===== config.mk =====
export PLATFORM = sky130hd
export DESIGN_NAME = mmcm_drp_responder
export DESIGN_NICKNAME = d
export VERILOG_FILES = /design/src/rtl/mmcm_drp_responder.sv
export SDC_FILE = /design/constraint.sdc
export NUM_CORES = 2
export LEC_CHECK = 0
export ABC_AREA = 1
export CORE_MARGIN = 2
export CORE_UTILIZATION = 32
export CTS_CLUSTER_SIZE = 30
export DETAILED_ROUTE_END_ITERATION = 7
export SYNTH_ARGS = -nofsm -noshare
export SYNTH_HDL_FRONTEND = slang
export SYNTH_SLANG_ARGS = --single-unit
export TNS_END_PERCENT = 30

===== constraint.sdc =====
create_clock -name DCLK -period 9.6 [get_ports DCLK]
set_input_delay 1.92 -clock DCLK [delete_from_list [all_inputs] [get_ports DCLK]]
set_output_delay 1.92 -clock DCLK [all_outputs]
set_load 0.02 [all_outputs]

===== src/rtl/mmcm_drp_responder.sv =====
// rtl/mmcm_drp_responder.sv - DRP target that emulates an MMCM_ADV register port and LOCKED
//
// Stands in for a real MMCM primitive on the target side of a DRP link, so a
// reconfiguration controller can be exercised without one. Holds a 128 x 16
// register space that is zeroed after every RST. Each DEN is answered with a
// single DRDY pulse DRDY_LATENCY cycles later. LOCKED is emulated as a counter
// that restarts whenever RST_MMCM is high.
//
// Parameters:
//   DRDY_LATENCY  cycles from the DEN cycle to the DRDY cycle (1..15)
//   LOCK_DELAY    cycles of RST_MMCM=0 after the clear until LOCKED (1..65535)
//
// Ports:
//   DCLK      in   DRP clock; all state changes on its rising edge
//   RST       in   synchronous active-high reset
//   DEN       in   transaction strobe, one cycle per transaction
//   DWE       in   1 = write, 0 = read; sampled with DEN
//   DADDR     in   [6:0] register address; sampled with DEN
//   DI        in   [15:0] write data; sampled with DEN
//   DO        out  [15:0] read data while DRDY=1, zero otherwise
//   DRDY      out  single-cycle completion pulse
//   RST_MMCM  in   emulated MMCM reset, active high
//   LOCKED    out  emulated lock indication
//   BUSY      out  high while the register space is being cleared
//   ERR       out  [1:0] sticky: [0] DEN not accepted, [1] write committed while RST_MMCM=0

module mmcm_drp_responder #(
  parameter int DRDY_LATENCY = 4,
  parameter int LOCK_DELAY   = 64
) (
  input  logic        DCLK,
  input  logic        RST,
  input  logic        DEN,
  input  logic        DWE,
  input  logic [6:0]  DADDR,
  input  logic [15:0] DI,
  output logic [15:0] DO,
  output logic        DRDY,
  input  logic        RST_MMCM,
  output logic        LOCKED,
  output logic        BUSY,
  output logic [1:0]  ERR
);

  // The counter is loaded with LATENCY-1. DRDY is asserted while the counter reads zero in
  // WAIT, which places DRDY exactly DRDY_LATENCY cycles after the DEN cycle.
  localparam logic [3:0]  LAT_LOAD = 4'(DRDY_LATENCY - 1);
  localparam logic [15:0] LOCK_MAX = 16'(LOCK_DELAY);

  typedef enum logic [1:0] {
    ST_CLEAR,
    ST_IDLE,
    ST_WAIT
  } state_t;

  state_t      state;
  state_t      state_next;

  logic [3:0]  lat_cnt;
  logic [6:0]  clr_addr;
  logic        cap_we;
  logic [6:0]  cap_addr;
  logic [15:0] cap_data;
  logic [15:0] lock_cnt;
  logic [15:0] mem [128];

  logic        accept;
  logic        ignored;
  logic        commit;
  logic        mem_we;
  logic [6:0]  mem_waddr;
  logic [15:0] mem_wdata;

  always_ff @(posedge DCLK) begin
    if (RST) begin
      state <= ST_CLEAR;
    end else begin
      state <= state_next;
    end
  end

  always_comb begin
    state_next = state;
    DRDY       = 1'b0;
    BUSY       = 1'b0;
    accept     = 1'b0;
    ignored    = 1'b0;
    case (state)
      ST_CLEAR: begin
        BUSY    = 1'b1;
        ignored = DEN;
        if (clr_addr == 7'd127) begin
          state_next = ST_IDLE;
        end
      end
      ST_IDLE: begin
        if (DEN) begin
          accept     = 1'b1;
          state_next = ST_WAIT;
        end
      end
      ST_WAIT: begin
        if (lat_cnt == 4'd0) begin
          // The DRDY cycle also acts as IDLE, so a DEN here starts the next transaction.
          DRDY = 1'b1;
          if (DEN) begin
            accept     = 1'b1;
            state_next = ST_WAIT;
          end else begin
            state_next = ST_IDLE;
          end
        end else begin
          ignored = DEN;
        end
      end
      default: begin
        state_next = ST_CLEAR;
      end
    endcase
  end

  // A write lands in memory on the edge that ends its DRDY cycle.
  assign commit    = DRDY & cap_we;
  assign mem_we    = BUSY | commit;
  assign mem_waddr = BUSY ? clr_addr : cap_addr;
  assign mem_wdata = BUSY ? 16'h0000 : cap_data;

  assign DO     = (DRDY && !cap_we) ? mem[cap_addr] : 16'h0000;
  assign LOCKED = (lock_cnt == LOCK_MAX);

  always_ff @(posedge DCLK) begin
    if (RST) begin
      lat_cnt  <= 4'd0;
      clr_addr <= 7'd0;
      cap_we   <= 1'b0;
      cap_addr <= 7'd0;
      cap_data <= 16'h0000;
      ERR      <= 2'b00;
      lock_cnt <= 16'd0;
    end else begin
      // Wraps back to 0 on the last clear cycle, ready for the next reset.
      if (BUSY) begin
        clr_addr <= clr_addr + 7'd1;
      end

      if (accept) begin
        cap_we   <= DWE;
        cap_addr <= DADDR;
        cap_data <= DI;
        lat_cnt  <= LAT_LOAD;
      end else if (state == ST_WAIT && lat_cnt != 4'd0) begin
        lat_cnt <= lat_cnt - 4'd1;
      end

      if (ignored) begin
        ERR[0] <= 1'b1;
      end
      if (commit && !RST_MMCM) begin
        ERR[1] <= 1'b1;
      end

      // Any cycle with RST_MMCM high, however short, restarts the full lock count.
      if (RST_MMCM || BUSY) begin
        lock_cnt <= 16'd0;
      end else if (lock_cnt != LOCK_MAX) begin
        lock_cnt <= lock_cnt + 16'd1;
      end
    end
  end

  // No reset on the array, so it can map onto RAM; CLEAR zeroes it instead.
  always_ff @(posedge DCLK) begin
    if (!RST && mem_we) begin
      mem[mem_waddr] <= mem_wdata;
    end
  end

endmodule


* Yosys cells after proc, flatten, opt, wreduce, memory -nomap -nowiden
Memories as Yosys holds them, arrays and structs flattened. A register that Yosys moved wholly into a read port is not among the register bits.
Cells that the tools add are included.
** Cells by class
- $add $sub $neg :: 3
- Equal/unequal tests :: 8
- Multiplexer cells :: 22
- Bitwise logic cells :: 2
- Reduce and logical (&&, ||, !) cells :: 15
** Operator list (number)
- 16-bit two-way mux :: 2
- 7-bit two-way mux :: 3
- 16-bit by 1-bit adder with 16-bit output, second input constant :: 1
- 16-bit by 7-bit equality test with 1-bit output, second input constant :: 1
- 16-bit by 7-bit inequality test with 1-bit output, second input constant :: 1
- 2-bit two-way mux :: 6
- 1-bit two-way mux :: 8
- 7-bit by 1-bit adder with 7-bit output, second input constant :: 1
- 7-bit equality test, second input constant :: 1
- 2-bit inequality test, second input constant :: 3
- 2-bit case mux with 3 select lines :: 1
- 1-bit logical AND :: 4
- 4-bit zero test :: 1
- 1-bit case mux with 2 select lines :: 2
- 4-bit nonzero test :: 1
- 2-bit OR reduction :: 2
- 4-bit by 1-bit subtractor with 4-bit output, second input constant :: 1
- 1-bit zero test :: 3
- 3-bit AND reduction :: 1
- 2-bit by 1-bit equality test with 1-bit output, second input constant :: 1
- 2-bit equality test, second input constant :: 1
- 2-bit zero test :: 1
- 2-bit nonzero test :: 1
- 1-bit bitwise AND :: 1
- 2 further kinds :: 2
** Storage, ports and cells
- Flip-flop bits (word level) :: 55
- Bits in writable memories :: 2048
- Input port bits :: 28
- Output and inout bits :: 21
- Logic and storage cells :: 61
- Memories kept :: 1
** Memory list
- mem :: words 128, bits a word 16, rd ports 1, clocked after memory_dff 1, wr ports 1, RTL line 65 : logic [15:0] mem [128];

* Logic depth before layout (Yosys ltp)
- Depth after elaboration :: 8
- Mapped depth :: 15
- Depth with buffers taken out :: 11

* Least setup slack after synthesis
OpenSTA, ideal clock, no wires.
- Kind :: register -> register
- Start :: register state[0]
- End :: memory mem[0][10] (data pin)
- Setup time :: 804 ps
- Arrival :: 4482 ps
- Data required time :: 8796 ps
- Slack :: 4314 ps
- Cell stages (with the launch flop) :: 8
- Path buffers :: 4
- Period minus slack after synthesis :: 5286 ps
- Cell sequence :: dfxtp_1 > inv_1 > ha_1 > clkbuf_2 > buf_2 > buf_1 > clkbuf_1 > nor2_1
** Between the ends
- Longest elaborated chain between the ends :: 3
** RTL lines
- start, declared :: RTL line 56 : state_t state;
- start signal, assigned :: RTL line 78 : state <= state_next;
- 2-bit zero test :: RTL line 88 : case (state)
- 1-bit two-way mux :: RTL line 88
- net BUSY :: RTL line 41 : output logic BUSY,
- 16-bit two-way mux :: RTL line 126 : assign mem_wdata = BUSY ? 16'h0000 : cap_data;
- net mem_wdata[10] :: RTL line 72 : logic [15:0] mem_wdata;
- end, declared :: RTL line 65
The timed path passes the listed nets, and every way through them passes these cells.

==> results.py <==
metrics = {
    "setup_path": {
        "worstPathArrival_ns": 5.85,
        "timing.rr.start": "state[0]",
        "r2r_slack_ns": 5.35,
        "critPathRequiredTime_ns": 7.68,
        "crit_type": "reg -> out",
        "worstSetupEndpointType": "output pin",
        "cp_max_fo": 188,
        "worstRegToRegCells": 11,
        "r2r_end": "mem[11][11]",
        "start_kind": "flip-flop",
    },
    "clock_network": {
        "root_buffer": "clkbuf_16",
        "h-tree-depth": 4,
        "cts_resized": 0,
        "cts_buffers": 207,
        "clkLatencyLatePin_ns": 0.87,
        "tritoncts": "done",
        "clock-sinks": 2110,
        "path_clk_slew_ns": 0.06,
        "cts_buffer_depth": 3,
        "cts_setup_buffers": 0,
        "hold_buffers": 0,
    },
    "worst_hold_path": {
        "min_path_type": "reg -> reg",
        "hp-start": "lock_cnt[8]",
        "min_path_cells": 1,
        "min_to": "lock_cnt[8]",
    },
    "pwr": {
        "p_leak_nw": 33.56,
        "p_per_area_nw_per_um2": 185.1,
        "irDropWorstVdd_mv": 0.1930,
    },
    "placed_design": {
        "hpwlAfterDp_um": 128000,
        "gp_congestion": 0.8205,
        "port_buffers": 48,
    },
    "grt": {
        "grt_pass1_vias": 52738,
        "grt_max_degree": 189,
        "antenna_found_initial": 7,
        "grt_overflow_total": 0,
        "grt_pass1_wl_um": 350400,
        "grt_usage_pct": 17.01,
    },
    "synth": {
        "synthDistinctLibCells": 33,
        "syn_avg_cell_area_um2": 11.84,
        "synth-edff-count": 2048,
        "synth.cell_area_um2": 85320,
        "synth_warnings": 0,
        "syn-instance-count": 7207,
        "ys.flop_type": "edfxtp_1",
        "async_flop_share_pct": 0,
        "yosysSeqAreaShare_pct": 73.53,
        "syn_nets": 7243,
        "synth.ff_latch_count": 2110,
    },
    "sta": {
        "fin_crit_ns": 7.770,
        "setup_tns_ns": 0,
        "fin_crit_sh_pct": 80.93,
        "rsz0062_at_grt": "no",
        "maxSlewHeadroom_pct": 16.13,
        "max_freq_mhz": 128.7,
        "fin_worst_skew_ns": 0.04449,
        "maxSlewViolCount": 0,
        "finalSetupViolCount": 0,
        "final_hold_viol_count": 0,
        "max_slew.worst_pin.slew_ns": 1.258,
    },
    "cells_and_area": {
        "utilization_pct": 36.28,
        "layout.nets": 7254,
        "syn2layout_area_growth_pct": 12.73,
        "final_layout_size_suffix_gt1_share_pct": 7.098,
    },
    "detailed_routing": {
        "drc": 0,
        "wl_um": 237000,
        "viasPerCell": 5.153,
        "vias": 56255,
        "wl_per_cell_um": 21.71,
        "first_pass_iters": 8,
        "drt_iter0_markers": 6834,
        "drtAntennaViolNets": 0,
    },
    "floorplan": {
        "rows": 189,
        "start_util_pct": 32.19,
        "coreArea_um2": 265100,
        "die_w_um": 520.4,
        "ios": 49,
        "die_y_um": 520.4,
        "die_area_um2": 270800,
    },
    "run_status": {
        "status": "finished, final reports clean",
    },
    "run": {
        "cap_violations": 0,
    },
}
## metal layers
| layer | GRT usage, % | vias to the layer above | routed length [um] |
|---|---|---|---|
| met5 | 0 | - | 28 |
| met4 | 5.473 | 4 | 6903 |
| met3 | 2.790 | 362 | 19940 |
| met2 | 26.81 | 2463 | 109500 |
| met1 | 23.91 | 27918 | 100600 |
| li1 | - | 25508 | - |
## cell type report
class	count	area, um2
Clock buffer	266	5433
Antenna cell	2	5.005
Multi-Input combinational cell	4561	20050
Inverter	68	289.0
Fill cell	25386	168900
Clock inverter	107	964.7
Sequential cell	2110	62760
Timing Repair Buffer	270	2272
Tap cell	3533	4420
## worst max-delay path: stages, from the launching register on
cell	delay, ns
dfxtp_4	0.98
buf_4	0.57
buf_12	0.48
nand2_1	0.10
nand3_1	0.13
nand3_1	0.13
nand3_1	0.22
nand3_1	0.21
nand2_1	0.13
nand2_1	0.06
nand2_1	0.24
nor2_1	0.13
nor2_1	0.36
clkdlybuf4s50_1	0.69
## worst max-delay path by stage
| stage | startpoint | end | slack [ns] | cells after the start |
|---|---|---|---|---|
| 6_report | flip-flop | DO[7] | 1.83 | 13 |
| 3_3_place_gp | flip-flop | DO[7] | 2.92 | 13 |
| 2_1_floorplan | state[0] | mem[0][10] | 4.31 | 7 |
| 4_1_cts | flip-flop | DO[7] | 1.96 | 13 |
| 3_5_place_dp | flip-flop | DO[7] | 2.89 | 13 |
| 5_1_grt | flip-flop | DO[7] | 1.86 | 13 |
## stage by stage
step | instances | hold slack [ns] | worst slack [ns] | power (mW) | area [um2]
2_1_floorplan | 7207 | 0.4301 | 4.314 | 10.20 | 85320
3_3_place_gp | 10542 | 0.4589 | 2.916 | 10.25 | 89780
3_5_place_dp | 10542 | 0.4658 | 2.889 | 10.25 | 89780
4_1_cts | 10915 | 0.4752 | 1.962 | 17.89 | 96180
5_1_grt | 10917 | 0.4995 | 1.862 | 18.24 | 96190
6_report | 10917 | 0.4722 | 1.830 | 17.80 | 96190
## flip-flops by register name, indices dropped and copies added (netlist names), named ones only
register	cells
state	2
clr_addr	7
lat_cnt	4
ERR	2
lock_cnt	16
mem	2048
cap_addr	7
cap_we	1
cap_data	16
## Yosys cell counts, drive strengths merged (8+ instances only)
| master | instances | area, um2 |
|---|---|---|
| ha | 8 | 100.1 |
| buf | 381 | 2086 |
| clkbuf | 87 | 327.8 |
| edfxtp | 2048 | 61500 |
| inv | 67 | 254.0 |
| a21oi | 41 | 216.5 |
| nand2 | 2253 | 8457 |
| nand3 | 1946 | 9739 |
| o21ai | 45 | 229.0 |
| dfxtp | 62 | 1241 |
| nand4 | 11 | 118.9 |
| nor2 | 230 | 865.8 |
| nor3 | 12 | 70.07 |
## cell families (layout without fill, tap and decap cells)
family / after synthesis / after routing / share of synthesized area [%]
other cells: 0 / 2 / 0
compound gates: 91 / 91 / 0.5646
simple gates: 4456 / 4456 / 22.59
xor+xnor: 6 / 6 / 0.06159
fa+ha+maj: 8 / 8 / 0.1173
flops: 2110 / 2110 / 73.53
buf+inv: 536 / 711 / 3.131
## report_power, final
group	switching (mW)	internal (mW)	total (mW)
Sequential	0.00384	9.96	9.96
Combinational	0.0684	0.0269	0.0953
Clock	3.50	4.25	7.74
Total	3.57	14.2	17.8
## placed cells by master (no fill, tap or decap), types with 8 or more instances in the layout
cell type	instances
nand2_1	2253
edfxtp_1	2048
nand3_1	1946
buf_4	212
nor2_1	208
clkbuf_16	208
clkinv_1	62
inv_1	61
dfxtp_1	57
clkbuf_1	57
clkdlybuf4s50_1	48
o21ai_0	43
a21oi_1	40
clkinv_2	19
nor2_4	16
nor3_1	10
buf_12	10
bufinv_16	9
nand4_2	8
Power figures use the tool's default switching activity.
